**config.mk**
```make
export PLATFORM = sky130hd
export DESIGN_NAME = dmem_access_unit_flat
export DESIGN_NICKNAME = d
export VERILOG_FILES = /design/src/rtl/dmem_access_if.sv /design/src/rtl/dmem_access_unit.sv /design/src/flat_wrapper.sv
export SDC_FILE = /design/constraint.sdc
export NUM_CORES = 1
export LEC_CHECK = 0
export BUFFER_PORTS_ARGS = -buffer_cell sky130_fd_sc_hd__buf_4
export CELL_PAD_IN_SITES_DETAIL_PLACEMENT = 1
export CELL_PAD_IN_SITES_GLOBAL_PLACEMENT = 1
export CORE_MARGIN = 8
export CORE_UTILIZATION = 37
export DETAILED_ROUTE_END_ITERATION = 10
export PLACE_DENSITY = 0.94
export RECOVER_POWER = 50
export SLEW_MARGIN = 20
export SYNTH_ARGS = -nofsm -noshare
export SYNTH_HDL_FRONTEND = slang
export SYNTH_SLANG_ARGS = --single-unit
```
**constraint.sdc**
```tcl
create_clock -name clk -period 2.6 [get_ports clk]
set_input_delay 0.13 -clock clk [delete_from_list [all_inputs] [get_ports clk]]
set_output_delay 0.13 -clock clk [all_outputs]
set_load 0.01 [all_outputs]
```
**src/rtl/dmem_access_if.sv**
```systemverilog
// Requester / data-memory bundle for dmem_access_unit.
// The slave side is the access unit. The master side holds the MEM-stage requester and dmem.
interface dmem_access_if #(
    parameter int AW = 6
);
    logic            req_valid;
    logic            req_ready;
    logic            req_we;
    logic [1:0]      req_size;
    logic            req_sext;
    logic [AW+1:0]   req_addr;
    logic [31:0]     req_wdata;
    logic            rsp_valid;
    logic [31:0]     rsp_rdata;
    logic            rsp_err;
    logic            mem_wr;
    logic [AW-1:0]   mem_addr;
    logic [31:0]     mem_din;
    logic [31:0]     mem_dout;

    modport slave (
        input  req_valid, req_we, req_size, req_sext, req_addr, req_wdata, mem_dout,
        output req_ready, rsp_valid, rsp_rdata, rsp_err, mem_wr, mem_addr, mem_din
    );

    modport master (
        output req_valid, req_we, req_size, req_sext, req_addr, req_wdata, mem_dout,
        input  req_ready, rsp_valid, rsp_rdata, rsp_err, mem_wr, mem_addr, mem_din
    );
endinterface

```
**src/rtl/dmem_access_unit.sv**
```systemverilog
// Single-outstanding load/store controller for the word-wide data memory.
// Define DMEM_SUBWORD_EN for byte/half access. Sub-word stores are done as read-modify-write.
module dmem_access_unit #(
    parameter int AW = 6,
    parameter int DW = 32
) (
    input  logic         clk,
    input  logic         rst_n,
    dmem_access_if.slave bus
);
`ifdef DMEM_SUBWORD_EN
    typedef enum logic [1:0] {IDLE, ACCESS, WRITE, RESP} state_t;
`else
    typedef enum logic [1:0] {IDLE, ACCESS, RESP} state_t;
`endif

    typedef struct packed {
        logic        we;
        logic        err;
`ifdef DMEM_SUBWORD_EN
        logic [1:0]  size;
        logic        sext;
        logic [1:0]  lane;
        logic [15:0] wdata;
`endif
    } req_t;

    state_t        state_q, state_d;
    req_t          rq;
    logic          accept;
    logic          in_err;
    logic          in_word_st;
    logic [DW-1:0] ld_data;

    assign accept        = bus.req_valid && (state_q == IDLE);
    assign bus.req_ready = (state_q == IDLE);
    assign bus.rsp_valid = (state_q == RESP);
    assign in_word_st    = bus.req_we && (bus.req_size == 2'b10);

`ifdef DMEM_SUBWORD_EN
    logic          rmw;
    logic [DW-1:0] mg_data;
    logic [7:0]    b_lane;
    logic [15:0]   h_lane;

    assign in_err = (bus.req_size == 2'b11)
                 || ((bus.req_size == 2'b01) && bus.req_addr[0])
                 || ((bus.req_size == 2'b10) && (bus.req_addr[1:0] != 2'b00));
    assign rmw    = rq.we && !rq.err && (rq.size != 2'b10);

    // Lane extraction for loads and lane merge for RMW, both from the live dout
    always_comb begin
        b_lane  = bus.mem_dout[{rq.lane, 3'b000} +: 8];
        h_lane  = bus.mem_dout[{rq.lane[1], 4'b0000} +: 16];
        mg_data = bus.mem_dout;
        if (rq.size == 2'b00)
            mg_data[{rq.lane, 3'b000} +: 8] = rq.wdata[7:0];
        else
            mg_data[{rq.lane[1], 4'b0000} +: 16] = rq.wdata;
        case (rq.size)
            2'b00:   ld_data = {{24{rq.sext & b_lane[7]}}, b_lane};
            2'b01:   ld_data = {{16{rq.sext & h_lane[15]}}, h_lane};
            default: ld_data = bus.mem_dout;
        endcase
    end
`else
    logic unused_sext;

    assign in_err      = (bus.req_size != 2'b10) || (bus.req_addr[1:0] != 2'b00);
    assign ld_data     = bus.mem_dout;
    assign unused_sext = bus.req_sext;
`endif

    always_ff @(posedge clk or negedge rst_n) begin
        if (!rst_n) state_q <= IDLE;
        else        state_q <= state_d;
    end

    always_comb begin
        state_d = state_q;
        case (state_q)
            IDLE:    if (accept) state_d = ACCESS;
            ACCESS: begin
                state_d = RESP;
`ifdef DMEM_SUBWORD_EN
                if (rmw) state_d = WRITE;
`endif
            end
`ifdef DMEM_SUBWORD_EN
            WRITE:   state_d = RESP;
`endif
            RESP:    state_d = IDLE;
            default: state_d = IDLE;
        endcase
    end

    always_ff @(posedge clk or negedge rst_n) begin
        if (!rst_n) begin
            rq            <= '0;
            bus.mem_wr    <= 1'b0;
            bus.mem_addr  <= '0;
            bus.mem_din   <= '0;
            bus.rsp_err   <= 1'b0;
            bus.rsp_rdata <= '0;
        end else begin
            case (state_q)
                IDLE: if (accept) begin
                    rq.we  <= bus.req_we;
                    rq.err <= in_err;
`ifdef DMEM_SUBWORD_EN
                    rq.size  <= bus.req_size;
                    rq.sext  <= bus.req_sext;
                    rq.lane  <= bus.req_addr[1:0];
                    rq.wdata <= bus.req_wdata[15:0];
`endif
                    // Rejected requests never touch the memory port
                    if (!in_err) begin
                        bus.mem_addr <= bus.req_addr[AW+1:2];
                        if (in_word_st) begin
                            bus.mem_din <= bus.req_wdata;
                            bus.mem_wr  <= 1'b1;
                        end
                    end
                end
                ACCESS: begin
                    bus.mem_wr <= 1'b0;
`ifdef DMEM_SUBWORD_EN
                    if (rmw) begin
                        bus.mem_din <= mg_data;
                        bus.mem_wr  <= 1'b1;
                    end else
`endif
                    begin
                        bus.rsp_err   <= rq.err;
                        bus.rsp_rdata <= (rq.err || rq.we) ? '0 : ld_data;
                    end
                end
`ifdef DMEM_SUBWORD_EN
                WRITE: begin
                    bus.mem_wr    <= 1'b0;
                    bus.rsp_err   <= 1'b0;
                    bus.rsp_rdata <= '0;
                end
`endif
                default: ;
            endcase
        end
    end
endmodule
```
**src/flat_wrapper.sv**
```systemverilog
// flat-port wrapper written by rule: the top's interface ports become plain ports
module dmem_access_unit_flat 
#(
    parameter int AW = 6,
    parameter int DW = 32
)
  (clk, rst_n, bus_req_valid, bus_req_we, bus_req_size, bus_req_sext, bus_req_addr, bus_req_wdata, bus_mem_dout, bus_req_ready, bus_rsp_valid, bus_rsp_rdata, bus_rsp_err, bus_mem_wr, bus_mem_addr, bus_mem_din);
  dmem_access_if #(.AW(AW)) bus_i ();
  input  logic clk;
  input  logic rst_n;
  input wire logic [$bits(bus_i.req_valid)-1:0] bus_req_valid;
  input wire logic [$bits(bus_i.req_we)-1:0] bus_req_we;
  input wire logic [$bits(bus_i.req_size)-1:0] bus_req_size;
  input wire logic [$bits(bus_i.req_sext)-1:0] bus_req_sext;
  input wire logic [$bits(bus_i.req_addr)-1:0] bus_req_addr;
  input wire logic [$bits(bus_i.req_wdata)-1:0] bus_req_wdata;
  input wire logic [$bits(bus_i.mem_dout)-1:0] bus_mem_dout;
  output wire logic [$bits(bus_i.req_ready)-1:0] bus_req_ready;
  output wire logic [$bits(bus_i.rsp_valid)-1:0] bus_rsp_valid;
  output wire logic [$bits(bus_i.rsp_rdata)-1:0] bus_rsp_rdata;
  output wire logic [$bits(bus_i.rsp_err)-1:0] bus_rsp_err;
  output wire logic [$bits(bus_i.mem_wr)-1:0] bus_mem_wr;
  output wire logic [$bits(bus_i.mem_addr)-1:0] bus_mem_addr;
  output wire logic [$bits(bus_i.mem_din)-1:0] bus_mem_din;
  assign bus_i.req_valid = bus_req_valid;
  assign bus_i.req_we = bus_req_we;
  assign bus_i.req_size = bus_req_size;
  assign bus_i.req_sext = bus_req_sext;
  assign bus_i.req_addr = bus_req_addr;
  assign bus_i.req_wdata = bus_req_wdata;
  assign bus_i.mem_dout = bus_mem_dout;
  assign bus_req_ready = bus_i.req_ready;
  assign bus_rsp_valid = bus_i.rsp_valid;
  assign bus_rsp_rdata = bus_i.rsp_rdata;
  assign bus_rsp_err = bus_i.rsp_err;
  assign bus_mem_wr = bus_i.mem_wr;
  assign bus_mem_addr = bus_i.mem_addr;
  assign bus_mem_din = bus_i.mem_din;
  dmem_access_unit #(.AW(AW), .DW(DW)) u_core (.clk(clk), .rst_n(rst_n), .bus(bus_i));
endmodule
```
-- After elaboration in Yosys (flattened, before gate mapping)
Index checks and enable logic that the tools add are counted.
- mux-type cells: 7
- reductions and logical operators: 11
- bitwise logic cells: 1
- equal/unequal tests: 7
- operator list (kind ; count):
    $mux 32 ; 1
    $reduce_and 4->1 ; 2
    $eq 2x2->1 const B ; 2
    $ne 2x1->1 const B ; 2
    $ne 2x2->1 const B ; 2
    $pmux 2 s2 ; 1
    $reduce_bool 2->1 ; 2
    $mux 1 ; 3
    $reduce_and 3->1 ; 1
    $eq 2x1->1 const B ; 1
    $logic_and 1x1->1 ; 2
    $logic_not 2->1 ; 1
    $logic_or 1x1->1 ; 2
    $mux 2 ; 1
    $pmux 1 s2 ; 1
    $reduce_and 2->1 ; 1
    $not 1->1 ; 1
- input bits: 79
- logic and storage cells: 34
- flip-flop bits (word level): 76
- output and inout bits: 74

-- Logic depth before layout (Yosys ltp)
Gate-level depths: netlist of the first run.
- depth after elaboration: 6
- depth in mapped cells: 6
- mapped depth without buffers: 4

-- Least setup slack after synthesis of the first run
OpenSTA, ideal clock, no wires.
- path kind: register to register
- start: register u_core.state_q[0]
- end: register u_core.bus.mem_din[10]
- slack: 1.162 ns
- stages on the path, launching flop included: 5
- required time: 2.475 ns
- period minus slack after synthesis: 1.438 ns
- library setup time: 0.125 ns
- arrival: 1.313 ns
- buffers on the path: 1
- cell sequence: dfrtp_1 > nor2_2 > nand4_4 > buf_6 > mux2_4
- longest elaborated chain between the ends: 3
- ends and longest elaborated chain (element ; RTL line ; text):
    start: declaration ; dmem_access_unit.sv:28 ; state_t state_q, state_d;
    start signal: assignment ; dmem_access_unit.sv:76 ; else state_q <= state_d;
    $logic_not 2->1 (*) ; -- ;
    named net bus_req_ready ; flat_wrapper.sv:18 ; output wire logic [$bits(bus_i.req_ready)-1:0] bus_req_ready;
    $logic_and 1x1->1 ; dmem_access_unit.sv:35 ; assign accept = bus.req_valid && (state_q == IDLE);
    $reduce_and 4->1 (no source line) (*) ; -- ;
    end signal: assignment ; dmem_access_unit.sv:120 ; bus.mem_din <= bus.req_wdata;
    end: declaration ; dmem_access_if.sv:23 ; output req_ready, rsp_valid, rsp_rdata, rsp_err, mem_wr, mem_addr, mem_din
Mark *: on every way through the listed nets, which the timed path passes. The rest lies on a longest branch.
A chain may end at the register's enable or synchronous reset.

-- Worst setup path after layout of the first run
- start: register u_core.state_q[0]
- end: register u_core.bus.mem_din[25]
- longest elaborated chain between the ends: 3
- ends and longest elaborated chain (element ; RTL line):
    $logic_not 2->1 (*) ; dmem_access_unit.sv:35, dmem_access_unit.sv:106
    $logic_and 1x1->1 ; dmem_access_unit.sv:35
    $reduce_and 4->1 (no source line) (*) ; --
Every way passes the cells marked *; elsewhere a longest branch is shown, timed or not.

==> metrics, run 1 <==
Worst Hold Launch=bus_req_wdata[1]; port bufs=151; most frequent cell after synthesis=dfrtp_1; num ports=153; Max-slew headroom=0.3460; Top FF cell, synth=dfrtp_1; synth top area cells=dfrtp_1 65%, mux2_4 15%, a22o_1 9.6%, mux2_2 3.1%, buf_6 1.2%; R2R setup slack=0.90 ns; grt met3 use=0.06818; CTS clock-pin slew for the worst setup and hold paths=0.09 ns; Max Clock Skew=0.01396 ns; Slowest Stage Delay on Critical Path=0.40 ns; RSZ-0062 raised after global routing=no; CTS buffer count=9; WHS Endpoint=u_core.bus.mem_din[1]$_DFFE_PN0P_; CTS Buffer Depth=2; Clk Latency, worst-skew pair=0.35 ns; crit-path max FO=32; Detail Route Antenna Nets=0; Warnings, synthesis=0; Clock Root Buffer=clkbuf_8; Routability Congestion=0.7095; Ant. Diodes=0; Mapped Cells=175; worst reg2reg path endpoint=u_core.bus.mem_din[25]$_DFFE_PN0P_; Post-synth top cells=76 x dfrtp_1, 32 x a22o_1, 30 x mux2_4; Worst Path Arrival=1.93 ns; Reg2Reg Depth=4; cts repair resizes=0; Pins Over Slew Limit=0; mean number of vias per cell=4.796; top-area cell type share of the netlist area=0.6496; final setup violation count=0; register area share after synthesis=0.6496; busiest grt layer=met2; first-pass GRT wire length=15.88 mm; WL final=10.24 mm; CTS tree=done; Max Fclk=589.3 MHz; final hold violations=0; Post-CTS Hold Fix Bufs=33; H-tree depth=3; area leader, netlist=dfrtp_1; share of post-route cells with drive strength above 1=0.3641; Synthesized Nets=254; outcome=finished clean; hold depth=2; Slowest-stage cell, CP=dfrtp_1; hold crit path type=primary input to flip-flop; largest net degree at the start of global routing=77; worst slew pin tran=0.9810 ns; die area=0.01102 mm^2; grt total ovfl=0; initial antenna violation count=0; vias in the first global route=2789; Cell variety after synth=21; setup TNS=0 ns; synthesized area per cell=16.73 um^2; CP startpoint kind=flip-flop; number of synthesized flops with an enable pin=0; drt first pass iters=4; RR Startpoint=u_core.state_q[0]$_DFFE_PN0P_; area of the core=0.007687 mm^2; Num Clock Sinks=76; number of synthesized register bits=76; Tot Pwr=3108 uW; final hold slack=0.01050 ns; GR Util All Layers=0.1833; required time of the critical path=2.83 ns; post-CTS setup buffer count=0; num rows=32; maximum VDD drop=0.4074 mV; Starting DRT DRC Count=107; Post-synth ARST share=1.000; CP Depth=4; P_leak=0.002272 uW; maxcap violations=0; Mapped Area=0.002928 mm^2; Tcrit/Tclk final=0.6527; DP Wirelength=6.599 mm; worst path cell trace=nor2_1 > nand4_4 > buf_4 > mux2_4; DR vias=2307; Tmin final=1.697 ns; crit end category=flip-flop; die height=105.0 um; grt met2 use=0.3430; Initial Util=0.3809; pwr/cell area=685.1 mW/mm^2; Crit Path Class=flip-flop to flip-flop; grt met1 use=0.1835; fin nets=453; Area Growth Syn to Fin=54.96%; Post-route DRC=0; Avg WL per Cell=21.28 um; Crit path max-delay family=simple AND/OR/NAND/NOR gates; die span in x=105.0 um; worst path bufs/invs=1
==> cell families (layout without fill, tap and decap cells) <==
family | after synthesis | count (layout) | synth area share
AO/OA/AOI/OAI | 35 | 35 | 0.1030
buffers and inverters | 13 | 217 | 0.02607
AND/OR/NAND/NOR | 13 | 13 | 0.03675
flip-flops | 76 | 76 | 0.6496
multiplexers | 38 | 38 | 0.1846
==> per-layer routing <==
metal	up-vias	part of all wire	routed length [um]
met5	-	0	0
met4	0	0.022	228
met3	18	0.063	647
met2	84	0.56	5759
met1	1170	0.35	3602
li1	1035	-	-
==> how the worst max path moves through the flow <==
| stage | start | slack [ns] | end |
|---|---|---|---|
| 3_5_place_dp | bus_req_size[0] | 0.97 | u_core.bus.mem_din[29]$_DFFE_PN0P_ |
| 4_1_cts | u_core.state_q[0]$_DFFE_PN0P_ | 0.98 | u_core.bus.mem_din[14]$_DFFE_PN0P_ |
| 6_report | u_core.state_q[0]$_DFFE_PN0P_ | 0.90 | u_core.bus.mem_din[25]$_DFFE_PN0P_ |
| 3_3_place_gp | bus_req_size[0] | 1.02 | u_core.bus.mem_din[14]$_DFFE_PN0P_ |
| 2_1_floorplan | u_core.state_q[0]$_DFFE_PN0P_ | 1.16 | u_core.bus.mem_din[10]$_DFFE_PN0P_ |
| 5_1_grt | u_core.state_q[0]$_DFFE_PN0P_ | 0.82 | u_core.bus.mem_din[14]$_DFFE_PN0P_ |
==> report_power, final <==
| part | internal, uW | switching (uW) | total, uW |
|---|---|---|---|
| Clock | 565 | 463 | 1030 |
| Combinational | 338 | 307 | 646 |
| Sequential | 1340 | 97.7 | 1430 |
| Total | 2240 | 868 | 3110 |
==> metrics by stage <==
| step | util | area (um^2) | setup slack, ns | instances |
|---|---|---|---|---|
| 3_5_place_dp | 0.5402 | 4153 | 0.9689 | 421 |
| 3_3_place_gp | 0.5402 | 4153 | 1.022 | 421 |
| 4_1_cts | 0.6125 | 4708 | 0.9791 | 470 |
| 5_1_grt | 0.5902 | 4537 | 0.8180 | 481 |
| 6_report | 0.5902 | 4537 | 0.9030 | 481 |
| 2_1_floorplan | - | 2928 | 1.162 | 175 |
==> layout make-up <==
| type | count | area (um^2) |
|---|---|---|
| clock buffers | 10 | 137.6 |
| clock inverters | 6 | 87.58 |
| fillers | 812 | 3151 |
| inverters | 3 | 11.26 |
| multi-input cells | 86 | 948.4 |
| flip-flops and latches | 76 | 1902 |
| well taps | 102 | 127.6 |
| repair buffers | 198 | 1323 |
==> sequential cells by signal, summed over array words and instances (netlist names) <==
signal,flops
u_core.state_q,2
u_core.bus.mem_addr,6
u_core.bus.rsp_err,1
u_core.bus.rsp_rdata,32
u_core.bus.mem_din,32
u_core.rq,2
u_core.bus.mem_wr,1
==> worst register-to-register path, cell delays in order (launching register included) <==
cell     delay (ns)
dfrtp_1        0.40
nor2_1         0.34
nand4_4        0.13
buf_4          0.33
mux2_4         0.39
==> cells in the final DEF, fill, tap and decap left out, types with 2 or more instances in the layout <==
cell type,instances
buf_4,81
dfrtp_1,76
clkbuf_1,73
dlygate4sd3_1,44
a22o_1,32
mux2_4,30
clkbuf_8,10
mux2_2,8
nor2_1,3
inv_1,3
nand2_1,3
clkinvlp_4,3
nand3_1,2
bufinv_16,2
Note: power is estimated with default switching activity, not from simulation.
==> inputs of run 2 (changes only) <==
--- a/config.mk
+++ b/config.mk
@@ -9,9 +9,9 @@
 export CELL_PAD_IN_SITES_DETAIL_PLACEMENT = 1
 export CELL_PAD_IN_SITES_GLOBAL_PLACEMENT = 1
 export CORE_MARGIN = 8
-export CORE_UTILIZATION = 37
+export CORE_UTILIZATION = 31
 export DETAILED_ROUTE_END_ITERATION = 10
-export PLACE_DENSITY = 0.94
+export PLACE_DENSITY = 0.86
 export RECOVER_POWER = 50
 export SLEW_MARGIN = 20
 export SYNTH_ARGS = -nofsm -noshare
==> constraint.sdc (replaced) <==
create_clock -name clk -period 1.4 [get_ports clk]
set_input_delay 0.07 -clock clk [delete_from_list [all_inputs] [get_ports clk]]
set_output_delay 0.07 -clock clk [all_outputs]
set_load 0.01 [all_outputs]
==> run 2 against run 1 <==
Effect of this change:
- sequential share of layout area is 5.0 points lower
- final cell count is 9.4% higher
- design area is 13% higher
- non-clock buffer count is 35 higher
- sequential power is 87% higher
- core utilization is 3.1 points lower
- largest power group unchanged
==> metrics, run 2 (synthesis gave the netlist of run 1 again) <==
met1 wire length=3.677 mm (+2.1%); RR Startpoint=u_core.state_q[0]$_DFFE_PN0P_; CTS Buffer Depth=2 (unchanged); WL final=10.72 mm (+4.7%); Avg WL per Cell=20.38 um (-4.2%); clock share of power=0.333 (+0.002); Pins Over Slew Limit=0 (unchanged); initial antenna violation count=1 (+1); maximum VDD drop=0.5690 mV (+40%); R2R setup slack=0.05 ns (-0.85 ns); Area Growth Syn to Fin=75.77%; Top Metal Used=met4; Routability Congestion=0.7161 (+0.93%); Worst Hold Launch=bus_req_we; num rows=35 (+9.4%); required time of the critical path=1.62 ns (-1.21 ns); cts repair resizes=0 (unchanged); grt total ovfl=0 (unchanged); port bufs=151 (unchanged); first-pass GRT wire length=17.03 mm (+7.2%); num ports=153 (unchanged); crit-path max FO=19 (-41%); switching part of the total=0.2535 (-0.02571); drt first pass iters=4 (unchanged); CTS tree=done; die area=0.01281 mm^2 (+16%); most common cell after layout, fill and taps aside=buf_4; post-CTS setup buffer count=0 (unchanged); Tcrit/Tclk final=0.9656 (+0.3129); CTS clock-pin slew for the worst setup and hold paths=0.08 ns (about the same); outcome=finished clean; Reg2Reg Depth=4 (unchanged); final hold slack=0.02194 ns (+0.01144 ns); Num Clock Sinks=76 (unchanged); Post-route DRC=0 (unchanged); internal power=4628 uW (+110%); mean number of vias per cell=4.610 (-3.9%); Max Fclk=739.7 MHz (+26%); worst reg2reg path endpoint=u_core.bus.mem_din[30]$_DFFE_PN0P_; met2 routed WL=6.088 mm (+5.7%); final core utilization=0.5596 (-0.03058); Initial Util=0.3184 (-0.06249); CTS buffer count=9 (unchanged); vias in the first global route=3015 (+8.1%); Starting DRT DRC Count=66 (-38%); die height=113.2 um (+7.8%); Layout Cells excl Fill=526 (+9.4%); final setup violation count=0 (unchanged); met3 WL=614 um (-5.1%); share of post-route cells with drive strength above 1=0.4686 (+0.1045); most frequent cells in the layout=130 x buf_4, 76 x dfrtp_1, 71 x dlygate4sd3_1, 32 x a22o_1, 30 x mux2_4; worst slew pin tran=0.9224 ns (-0.05864 ns); fin nets=488 (+7.7%); Max Clock Skew=0.009802 ns (-0.004155 ns); Largest regs=u_core.bus.mem_din (32), u_core.bus.rsp_rdata (32), u_core.bus.mem_addr (6); Worst Path Arrival=1.57 ns (-0.36 ns); Reg power frac=0.431 (-0.031); setup TNS=0 ns (unchanged); hold depth=3 (+1); crit end category=flip-flop; H-tree depth=3 (unchanged); Max-slew headroom=0.3851 (+0.03909); maxcap violations=0 (unchanged); hold crit path type=primary input to flip-flop; GR Util All Layers=0.1720 (-0.01128); Comb pwr share=0.235 (+0.027); Tmin final=1.352 ns (-0.3451 ns); Clk Latency, worst-skew pair=0.34 ns (about the same); P_sw=1572 uW (+81%); final hold violations=0 (unchanged); largest net degree at the start of global routing=35 (-55%); DR vias=2425 (+5.1%); pwr/cell area=1205 mW/mm^2 (+76%); Crit Path Class=flip-flop to flip-flop; RSZ-0062 raised after global routing=yes; Placed Instances=438 (+4.0%); P_leak=0.002660 uW (+17%); die span in x=113.2 um (+7.8%); CP startpoint kind=flip-flop; area of the core=0.009196 mm^2 (+20%); DP Wirelength=6.832 mm (+3.5%); Detail Route Antenna Nets=0 (unchanged); WHS Endpoint=u_core.rq[1]$_DFFE_PN0P_; Clock Root Buffer=clkbuf_8
## run 2: cell types whose count changed in the layout (fill, tap and decap cells not counted), sizes merged
cell / delta
clkinvlp: -3
buf: +54
clkbuf: -44
diode: +1
dlygate4sd3: +27
bufinv: +1
## run 2: how the worst max path moves through the flow
stage	from	slack, ns	endpoint	depth (start not counted)
global placement	bus_req_size[0]	0.05	u_core.bus.mem_din[27]$_DFFE_PN0P_	5
CTS	u_core.state_q[0]$_DFFE_PN0P_	0.04	u_core.bus.mem_din[8]$_DFFE_PN0P_	4
finish	u_core.state_q[0]$_DFFE_PN0P_	0.05	u_core.bus.mem_din[30]$_DFFE_PN0P_	4
detailed placement	bus_req_size[0]	-0.0003	u_core.bus.mem_din[1]$_DFFE_PN0P_	5
global route	u_core.state_q[1]$_DFFE_PN0P_	-0.008	u_core.bus.mem_din[8]$_DFFE_PN0P_	4
floorplan	u_core.state_q[0]$_DFFE_PN0P_	0.04	u_core.bus.mem_din[10]$_DFFE_PN0P_	4
## run 2: metal layers
metal | global-route usage | up-vias
li1 | - | 1102
met1 | 0.1654 | 1213
met2 | 0.3282 | 89
met3 | 0.05005 | 21
met4 | 0.08082 | 0
met5 | 0 | -
## run 2: what timing repair did
item                                    4_1_cts  5_1_grt
endpoints found under the setup margin        0        6
hold buffers                                 71        0
hold endpoints to repair                    102        0
## run 2: power groups by stage
stage / clock network, uW / logic [uW] / registers (uW)
detailed placement: 0 / 1360 / 2700
global route: 2220 / 1580 / 2710
finish: 2070 / 1460 / 2670
global placement: 0 / 1320 / 2680
CTS: 2140 / 1540 / 2670
floorplan: 0 / 412 / 2810
## run 2: stage by stage
stage	power, uW	setup slack, ns	cell area, um^2
2_1_floorplan	3218	0.04405	2933
3_3_place_gp	4005	0.05051	4292
3_5_place_dp	4068	-0.0003375	4292
4_1_cts	6346	0.04032	5253
5_1_grt	6508	-0.008383	5146
6_report	6200	0.04814	5146
## run 2: worst max-delay path: stages (launching register included)
cell	delay, ns
dfrtp_1	0.41
nor2_4	0.14
nand4_4	0.16
buf_12	0.21
mux2_4	0.31
## run 2: layout make-up
class	count	area (um^2)
Antenna cell	1	2.502
Clock inverter	4	95.09
Timing Repair Buffer	233	1881
Clock buffer	12	155.1
Tap cell	111	138.9
Multi-Input combinational cell	86	960.9
Sequential cell	76	1902
Inverter	3	11.26
Fill cell	941	4050
==> inputs of run 3 (changes only) <==
--- a/config.mk
+++ b/config.mk
@@ -5,11 +5,13 @@
 export SDC_FILE = /design/constraint.sdc
 export NUM_CORES = 1
 export LEC_CHECK = 0
+export ABC_AREA = 1
 export BUFFER_PORTS_ARGS = -buffer_cell sky130_fd_sc_hd__buf_4
 export CELL_PAD_IN_SITES_DETAIL_PLACEMENT = 1
 export CELL_PAD_IN_SITES_GLOBAL_PLACEMENT = 1
 export CORE_MARGIN = 8
-export CORE_UTILIZATION = 31
+export CORE_UTILIZATION = 29
+export CTS_CLUSTER_SIZE = 40
 export DETAILED_ROUTE_END_ITERATION = 10
 export PLACE_DENSITY = 0.86
 export RECOVER_POWER = 50
@@ -17,3 +19,4 @@
 export SYNTH_ARGS = -nofsm -noshare
 export SYNTH_HDL_FRONTEND = slang
 export SYNTH_SLANG_ARGS = --single-unit
+export TNS_END_PERCENT = 20
==> run 3 against run 2 <==
Effect of this change:
- wire length is 18% higher
- fmax is 3.4% higher
- global-route usage is 0.37 points higher
- design area is 1.5% higher
- final cell count is 34% higher
- synthesized cell count is 93% higher
- via count is 32% higher
- flip-flop and latch count stayed put
- sequential share of layout area is 0.55 points lower
- critical path depth is 2 higher
- largest cell class unchanged
- largest power group unchanged
==> metrics, run 3 <==
drt first pass iters=4 (unchanged); CTS buffer count=9 (unchanged); synth top area cells=dfrtp_1 62%, nand2_1 22%, nand3_1 6.5%, buf_6 3.3%, nor2_4 1.1%; Area Growth Syn to Fin=69.85%; Warnings, synthesis=0 (unchanged); CTS clock-pin slew for the worst setup and hold paths=0.08 ns (about the same); number of synthesized flops with an enable pin=0 (unchanged); required time of the critical path=1.67 ns (+0.05 ns); Routability Congestion=0.7194 (+0.46%); Post-route DRC=0 (unchanged); CTS Buffer Depth=2 (unchanged); Tcrit/Tclk final=0.9338 (-0.03179); fin nets=644 (+32%); CP Launch Point=u_core.state_q[0]$_DFFE_PN0P_; Starting DRT DRC Count=145 (+120%); Synthesized Nets=417 (+64%); DP Wirelength=7.272 mm (+6.4%); P_leak=0.002816 uW (+5.9%); crit end category=flip-flop; Tmin final=1.307 ns (-0.04450 ns); Clk Latency, worst-skew pair=0.34 ns (about the same); outcome=finished clean; worst slew pin tran=0.9840 ns (+0.06162 ns); Ant. Diodes=0 (-1); Top Metal Used=met4; Clock Root Buffer=clkbuf_8; Avg WL per Cell=17.93 um (-12%); dpl cell area=0.004327 mm^2 (+0.82%); num ports=153 (unchanged); GR Util All Layers=0.1758 (+0.003735); WHS Endpoint=u_core.state_q[0]$_DFFE_PN0P_; Mapped Area=0.003075 mm^2 (+5.0%); area leader, netlist=dfrtp_1; Max Fclk=764.9 MHz (+3.4%); pwr/cell area=1195 mW/mm^2 (-0.78%); WL final=12.66 mm (+18%); met3 WL=933 um (+52%); Worst Hold Launch=bus_req_valid; most common cell after layout, fill and taps aside=nand2_1; share of post-route cells with drive strength above 1=0.2667 (-0.2019); CP startpoint kind=flip-flop; H-tree depth=3 (unchanged); Detail Route Antenna Nets=0 (unchanged); Mapped Cells=338 (+93%); CTS tree=done; Max-slew headroom=0.3440 (-0.04108); Initial Util=0.2979 (-0.02046); Crit Path Class=flip-flop to flip-flop; Post-synth top cells=178 x nand2_1, 76 x dfrtp_1, 40 x nand3_1; most frequent cell after synthesis=nand2_1; most frequent cells in the layout=178 x nand2_1, 120 x buf_4, 76 x dfrtp_1, 72 x dlygate4sd3_1, 40 x nand3_1; die height=119.0 um (+5.1%); Top FF cell, synth=dfrtp_1; met1 wire length=4.761 mm (+29%); top-area cell type share of the netlist area=0.6184 (-0.03118); RSZ-0062 raised after global routing=no; die area=0.01416 mm^2 (+11%); setup TNS=0 ns (unchanged); Worst Path Arrival=1.58 ns (about the same); grt total ovfl=0 (unchanged); final worst-path setup slack=0.09264 ns (+0.04450 ns); Reg2Reg Depth=6 (+2); port bufs=151 (unchanged); Pins Over Slew Limit=0 (unchanged); synthesized area per cell=9.099 um^2 (-46%); hold crit path type=primary input to flip-flop; maxcap violations=0 (unchanged); mean number of vias per cell=4.521 (-1.9%); Slowest Stage Delay on Critical Path=0.40 ns (about the same); Cell variety after synth=17 (-19%); met2 routed WL=6.864 mm (+13%); crit-path max FO=32 (+13); number of synthesized register bits=76 (unchanged); register area share after synthesis=0.6184 (-0.03118); maximum VDD drop=0.5427 mV (-4.6%); Slowest-stage cell, CP=dfrtp_1; num rows=37 (+5.7%); largest net degree at the start of global routing=77 (+120%); vias in the first global route=3700 (+23%); final hold violations=0 (unchanged); Placed Instances=615 (+40%); RR Startpoint=u_core.state_q[0]$_DFFE_PN0P_; hold depth=3 (unchanged); R2R setup slack=0.09 ns (+0.04 ns); Max Clock Skew=0.01132 ns (+0.001521 ns); pre-CTS WS=0.01213 ns (+0.01247 ns); worst path cell trace=inv_2 > nor2_4 > inv_2 > buf_6 > nand2_1 > nand2_1; die span in x=119.0 um (+5.1%); final setup violation count=0 (unchanged); Layout Cells excl Fill=706 (+34%); worst reg2reg path endpoint=u_core.bus.rsp_rdata[25]$_DFFE_PN0N_; first-pass GRT wire length=20.11 mm (+18%); Num Clock Sinks=76 (unchanged); Post-synth ARST share=1.000 (unchanged); area of the core=0.01032 mm^2 (+12%); initial antenna violation count=0 (-1); Largest regs=u_core.bus.mem_din (32), u_core.bus.rsp_rdata (32), u_core.bus.mem_addr (6); design area=0.005224 mm^2 (+1.5%); DR vias=3192 (+32%)
-- run 3: where the power goes --
part           internal, uW  switching (uW)  total [uW]
Sequential             2470             179        2650
Combinational           642             744        1390
Clock                  1420             790        2210
Total                  4530            1710        6240
-- run 3: cell type report --
| cell class | count | area, um^2 |
|---|---|---|
| multi-input cells | 237 | 1025 |
| clock inverters | 4 | 120.1 |
| flip-flops and latches | 76 | 1902 |
| repair buffers | 230 | 1821 |
| fillers | 1204 | 5100 |
| well taps | 136 | 170.2 |
| inverters | 11 | 41.29 |
| clock buffers | 12 | 145.1 |
-- run 3: how the worst max path moves through the flow --
stage                                                 to  slack, ns  cells after the start
floorplan             u_core.bus.mem_din[10]$_DFFE_PN0P_       0.23                      7
global placement    u_core.bus.rsp_rdata[11]$_DFFE_PN0N_        0.1                      5
detailed placement  u_core.bus.rsp_rdata[25]$_DFFE_PN0N_       0.01                      5
CTS                 u_core.bus.rsp_rdata[25]$_DFFE_PN0N_      0.008                      5
global route        u_core.bus.rsp_rdata[25]$_DFFE_PN0N_      0.002                      6
finish              u_core.bus.rsp_rdata[25]$_DFFE_PN0N_       0.09                      6
-- run 3: critical path, delay by kind of cell (launching register included) --
kind	cells	cell delay, ns
flops	1	0.40
buf+inv	3	0.58
simple gates	3	0.27
-- run 3: cell families (layout without fill, tap and decap cells) --
| group | Yosys count | in the layout | share of synthesized area |
|---|---|---|---|
| and+or+nand+nor | 233 | 235 | 0.3202 |
| buffers and inverters | 27 | 257 | 0.05736 |
| DFF | 76 | 76 | 0.6184 |
| AOI/OAI and AO/OA | 2 | 2 | 0.004068 |
-- run 3: repair_timing --
action                                 in CTS  in global routing
setup buffers                               0                  1
resized for setup                           0                  2
setup endpoints to repair                   0                 42
hold buffers                               72                  0
endpoints found under the hold margin     147                  0
-- run 3: per-stage QoR --
stage	utilization	power (uW)	hold WS [ns]
after floorplan	-	3162	-0.2256
after global placement	0.4191	3920	0.1244
after detailed placement	0.4191	3984	0.1292
after CTS	0.5146	6404	0.02609
after global routing	0.5060	6561	0.07085
final	0.5060	6244	0.06998
-- run 3: metal layers --
layer | up-vias | global-route usage
met5 | - | 0
li1 | 1498 | -
met1 | 1568 | 0.1828
met3 | 9 | 0.06330
met2 | 117 | 0.3267
met4 | 0 | 0.04506
